--- src/rtl/coin_pkg.sv ---
// Coin codes and values shared by the coin acceptor and the vending FSM.
package coin_pkg;

  typedef enum logic [1:0] {
    COIN_NONE = 2'b00,
    COIN_05   = 2'b01,
    COIN_10   = 2'b10
  } coin_code_e;

  // Coin values in 0.5-yuan units
  localparam int unsigned VAL_05 = 1;
  localparam int unsigned VAL_10 = 2;

  function automatic int unsigned coin_val(input coin_code_e c);
    case (c)
      COIN_05: coin_val = VAL_05;
      COIN_10: coin_val = VAL_10;
      default: coin_val = 0;
    endcase
  endfunction

endpackage

--- src/rtl/coin_debounce.sv ---
// One sensor: 2-flop synchroniser, stability counter, registered rising-edge event.
module coin_debounce #(
  parameter int unsigned DEB_CYCLES = 16
) (
  input  logic clk,
  input  logic rstn,
  input  logic sensor_i,
  output logic evt_o
);

  localparam int unsigned CW = $clog2(DEB_CYCLES + 1);

  logic          sync1_q, sync2_q;
  logic          deb_q, deb_d;
  logic          evt_q, evt_d;
  logic [CW-1:0] cnt_q, cnt_d;

  // The level flips on the edge the count would reach DEB_CYCLES; any agreeing
  // cycle (including bounce back) restarts the count from zero.
  always_comb begin
    cnt_d = '0;
    deb_d = deb_q;
    evt_d = 1'b0;
    if (sync2_q != deb_q) begin
      if (cnt_q == CW'(DEB_CYCLES - 1)) begin
        deb_d = sync2_q;
        evt_d = sync2_q;
      end else begin
        cnt_d = cnt_q + CW'(1);
      end
    end
  end

  always_ff @(posedge clk or negedge rstn) begin
    if (!rstn) begin
      sync1_q <= 1'b0;
      sync2_q <= 1'b0;
      deb_q   <= 1'b0;
      evt_q   <= 1'b0;
      cnt_q   <= '0;
    end else begin
      sync1_q <= sensor_i;
      sync2_q <= sync1_q;
      deb_q   <= deb_d;
      evt_q   <= evt_d;
      cnt_q   <= cnt_d;
    end
  end

  assign evt_o = evt_q;

endmodule

--- src/rtl/coin_acceptor.sv ---
// Coin acceptor: debounced sensors -> pending flags -> one coin code per cycle.
// Optional saturating accepted-value counter on total_05 when COIN_TOTAL_EN is defined.
module coin_acceptor
  import coin_pkg::*;
#(
  parameter int unsigned DEB_CYCLES = 16,
  parameter int unsigned TOT_W      = 8
) (
  input  logic             clk,
  input  logic             rstn,
  input  logic             sensor_05,
  input  logic             sensor_10,
  input  logic             accept_en,
  output logic [1:0]       coin,
`ifdef COIN_TOTAL_EN
  output logic [TOT_W-1:0] total_05,
`endif
  output logic             reject
);

  logic [1:0] sensor;
  logic [1:0] evt;

  assign sensor = {sensor_10, sensor_05};

  for (genvar i = 0; i < 2; i++) begin : g_deb
    coin_debounce #(.DEB_CYCLES(DEB_CYCLES)) u_deb (
      .clk      (clk),
      .rstn     (rstn),
      .sensor_i (sensor[i]),
      .evt_o    (evt[i])
    );
  end

  logic       pend_05_q, pend_05_d;
  logic       pend_10_q, pend_10_d;
  logic       reject_q, reject_d;
  coin_code_e coin_q, coin_d;

  // Clear-then-set ordering: an event landing on the cycle its flag drains re-arms it.
  always_comb begin
    coin_d    = COIN_NONE;
    pend_05_d = pend_05_q;
    pend_10_d = pend_10_q;
    if (pend_05_q) begin
      coin_d    = COIN_05;
      pend_05_d = 1'b0;
    end else if (pend_10_q) begin
      coin_d    = COIN_10;
      pend_10_d = 1'b0;
    end
    if (accept_en) begin
      if (evt[0]) pend_05_d = 1'b1;
      if (evt[1]) pend_10_d = 1'b1;
    end
    reject_d = (|evt) & ~accept_en;
  end

  always_ff @(posedge clk or negedge rstn) begin
    if (!rstn) begin
      pend_05_q <= 1'b0;
      pend_10_q <= 1'b0;
      reject_q  <= 1'b0;
      coin_q    <= COIN_NONE;
    end else begin
      pend_05_q <= pend_05_d;
      pend_10_q <= pend_10_d;
      reject_q  <= reject_d;
      coin_q    <= coin_d;
    end
  end

  assign coin   = coin_q;
  assign reject = reject_q;

`ifdef COIN_TOTAL_EN
  logic [TOT_W-1:0] total_q, total_d;
  logic [TOT_W:0]   sum;

  // Accumulate with the code being registered so total tracks coin on the same edge.
  always_comb begin
    sum     = {1'b0, total_q} + (TOT_W + 1)'(coin_val(coin_d));
    total_d = sum[TOT_W] ? {TOT_W{1'b1}} : sum[TOT_W-1:0];
  end

  always_ff @(posedge clk or negedge rstn) begin
    if (!rstn) total_q <= '0;
    else       total_q <= total_d;
  end

  assign total_05 = total_q;
`endif

endmodule

--- config.mk ---
export PLATFORM = sky130hd
export DESIGN_NAME = coin_acceptor
export DESIGN_NICKNAME = d
export VERILOG_FILES = /design/src/rtl/coin_pkg.sv /design/src/rtl/coin_debounce.sv /design/src/rtl/coin_acceptor.sv
export SDC_FILE = /design/constraint.sdc
export NUM_CORES = 1
export LEC_CHECK = 0
export BUFFER_PORTS_ARGS = -buffer_cell sky130_fd_sc_hd__buf_4
export CAP_MARGIN = 20
export CORE_MARGIN = 2
export CORE_UTILIZATION = 40
export CTS_CLUSTER_SIZE = 14
export DETAILED_ROUTE_END_ITERATION = 10
export SLEW_MARGIN = 20
export SYNTH_ARGS = -nofsm -noshare
export SYNTH_HDL_FRONTEND = slang
export SYNTH_SLANG_ARGS = --single-unit
--- constraint.sdc ---
create_clock -name clk -period 1.1 [get_ports clk]
set_input_delay 0.165 -clock clk [delete_from_list [all_inputs] [get_ports clk]]
set_output_delay 0.165 -clock clk [all_outputs]
set_load 0.02 [all_outputs]
==> key figures <==
Global route
  – Initial antenna violation count: 0
  – Global route overflow: 0
  – Vias in the first global route: 530
  – First-pass GRT wire length: 2210 um
  – Tot GR Track Use: 0.125
  – Largest net degree at the start of global routing: 24

Timing
  – Worst Max-Slew Pin Slew: 0.338 ns
  – Final Cycle Share: 1.07
  – Peak Freq: 852 MHz
  – Hold Fails Final Rpt: 0
  – Final Max Tran Viols: 0
  – RSZ-0062 raised after global routing: true
  – Final setup margin: -0.0742 ns
  – Slew margin rel.: 0.774
  – Post-layout min period: 1.17 ns
  – Min Hold Slack: 0.283 ns
  – # setup viols final: 6
  – Final clock skew: 0.00434 ns

Placement
  – Detailed placement HPWL: 756 um
  – I/O Buffers: 7
  – Final GP Congestion: 0.728
  – Dpl cells: 103

Power
  – Sequential share of power: 0.645
  – Pint: 0.00108 W
  – Clock Power Share: 0.268
  – Net switching power: 0.000300 W
  – Sw Share: 0.217
  – P_leak: 0.565 nW
  – Worst vdd ir: 0.644 mV
  – Combinational power share: 0.087
  – Power per cell area: 1230 nW/um^2

Clock network
  – Clock root cell: clkbuf_4
  – Maximum clock path buffer count: 2
  – H-Tree Level Count: 1
  – CTS sink cnt: 23
  – Skew-Pair Late Insertion Delay: 0.30 ns
  – Clock slew at reported path FFs: 0.11 ns
  – Num CTS Buffers: 3
  – CTS tree: done

Setup path
  – CP Capture Type: flop
  – Setup Crit Path Kind: flop to flop
  – Crit path required time: 1.31 ns
  – CP max FO: 3
  – FF-to-FF setup slack: -0.07 ns
  – Reg2reg path depth: 4
  – WP data arrival: 1.38 ns
  – CP startpoint kind: flop

Routing
  – Starting DRT DRC Count: 1
  – Vias: 513
  – 1st-pass router iterations: 4
  – Routed len/inst: 10.9 um
  – Via density: 4.54
  – Routed WL: 1230 um
  – ANT nets after route: 0
  – Post-route DRC: 0

Logic synthesis
  – Synth Instances: 60
  – Yosys reg bits: 23
  – Synth top area cells: dfrtp_1 70%, xor2_1 6.4%, nor2_1 4.6%
  – Ys flop type: dfrtp_1
  – Post-synth top cells: 23 x dfrtp_1, 10 x nor2_1, 6 x xor2_1
  – FFs w/ async S/R, synth: 1.00
  – Top-count cell post-synth: dfrtp_1
  – Avg Cell Area, Syn: 13.7 sq um
  – Post-synth EDFFs: 0
  – Yosys cell types: 14
  – Yosys top cell area share: 0.698
  – Leading area contributor after synthesis: dfrtp_1
  – Post-synthesis sequential area ratio: 0.698
  – Synthesized area: 825 sq um
  – Syn. warnings: 0
  – Mapped Nets: 67

Final layout
  – Fin util: 0.574
  – Storage cell area: 576 sq um
  – Filler cells: 178
  – # diodes: 0
  – Post-layout net count: 94
  – Layout area overhead: 36.6%
  – Area of the multi-input gates: 300 sq um
  – Post-route insts no fill: 113
  – Share of post-route cells with drive strength above 1: 0.384

Job
  – Maxcap violations: 0

Floorplan
  – Die area: 2440 sq um
  – Die Y: 49.4 um
  – Ports: 8
  – Site row count: 16
  – Die Wd: 49.4 um
  – Core area: 1960 sq um
  – Initial Util: 0.420

Run status
  – Outcome: complete, but fails checks
  – Failing checks: negative setup slack

Min path
  – Hold Crit Class: primary input to asynchronous set/reset pin
-- power by group through the flow --
stage                     clock network [W]   logic, W  registers, W
final                              0.000371   0.000120      0.000890
after CTS                          0.000395   0.000103      0.000886
after global placement                    0  0.0000887      0.000901
after floorplan                           0  0.0000355      0.000902
after detailed placement                  0  0.0000916      0.000902
after global routing               0.000433   0.000141      0.000893
-- path summary, 6_finish.rpt --
kind                                                    from                                end
setup / recovery           g_deb[0].u_deb.cnt_q[1]$_DFF_PN0_     g_deb[0].u_deb.evt_o$_DFF_PN0_
hold / removal                                          rstn                pend_05_q$_DFF_PN0_
setup reg to reg           g_deb[0].u_deb.cnt_q[1]$_DFF_PN0_     g_deb[0].u_deb.evt_o$_DFF_PN0_
hold reg to reg             g_deb[0].u_deb.sync1_q$_DFF_PN0_   g_deb[0].u_deb.sync2_q$_DFF_PN0_
max in group asynchronous                               rstn  g_deb[1].u_deb.cnt_q[1]$_DFF_PN0_
min in group clk            g_deb[0].u_deb.sync1_q$_DFF_PN0_   g_deb[0].u_deb.sync2_q$_DFF_PN0_
-- what timing repair did --
| action | 4_1_cts | 5_1_grt |
|---|---|---|
| hold endpoints to repair | 25 | 1 |
| setup buffers | 0 | 2 |
| resized for setup | 8 | 5 |
| endpoints found under the setup margin | 10 | 14 |
| pin swaps | 4 | 6 |
| hold buffers | 3 | 1 |
-- registers in the layout, summed over array words and instances, names as in the netlist --
signal               count
g_deb.u_deb.cnt_q       10
g_deb.u_deb.evt_o        2
reject                   1
pend_05_q                1
g_deb.u_deb.sync1_q      2
coin                     2
g_deb.u_deb.deb_q        2
pend_10_q                1
g_deb.u_deb.sync2_q      2
-- layout make-up --
| type | count | share of cell area |
|---|---|---|
| multi-input combinational | 35 | 0.267 |
| inverter | 2 | 0.00667 |
| sequential | 23 | 0.511 |
| timing repair buffer | 22 | 0.162 |
| clock buffer | 4 | 0.0233 |
| tap | 27 | 0.0300 |
-- cells in the final DEF, fill, tap and decap left out, drive strengths merged --
cell type / n
nand3: 4
o21ai: 2
xor2: 6
nor2b: 1
ha: 2
a22o: 1
dfrtp: 23
buf: 18
mux2: 2
and3: 2
and2: 3
dlygate4sd3: 4
clkbuf: 4
inv: 2
nor2: 10
nor4b: 2
-- logic make-up after synthesis --
kind of cell	count (synthesis)	synth area share
compound gates	3	0.0228
simple gates	22	0.149
buf+inv	2	0.00911
fa+ha+maj	2	0.0303
mux	2	0.0273
flops	23	0.698
xor+xnor	6	0.0637
-- critical path: stages (launching register included) --
cell and delay, ns:
dfrtp_1 0.37, ha_2 0.19, nand3_2 0.09, buf_4 0.15, nor4b_1 0.28
-- per-layer routing --
| metal | GRT usage | share of wire |
|---|---|---|
| met2 | 0.194 | 0.51 |
| met1 | 0.145 | 0.41 |
| met4 | 0.0972 | 0.034 |
| met5 | 0 | 0 |
| met3 | 0.0368 | 0.040 |
-- stage by stage --
step	cell area, sq um	worst slack (ns)	setup TNS, ns	total power (W)
6_report	1130	-0.0742	-0.277	0.00138
5_1_grt	1130	-0.128	-0.897	0.00147
4_1_cts	1070	-0.0806	-0.298	0.00138
3_5_place_dp	983	-0.0747	-0.582	0.000994
3_3_place_gp	983	-0.0734	-0.493	0.000990
2_1_floorplan	830	-0.0728	-0.146	0.000937
(Power assumes the default switching activity.)
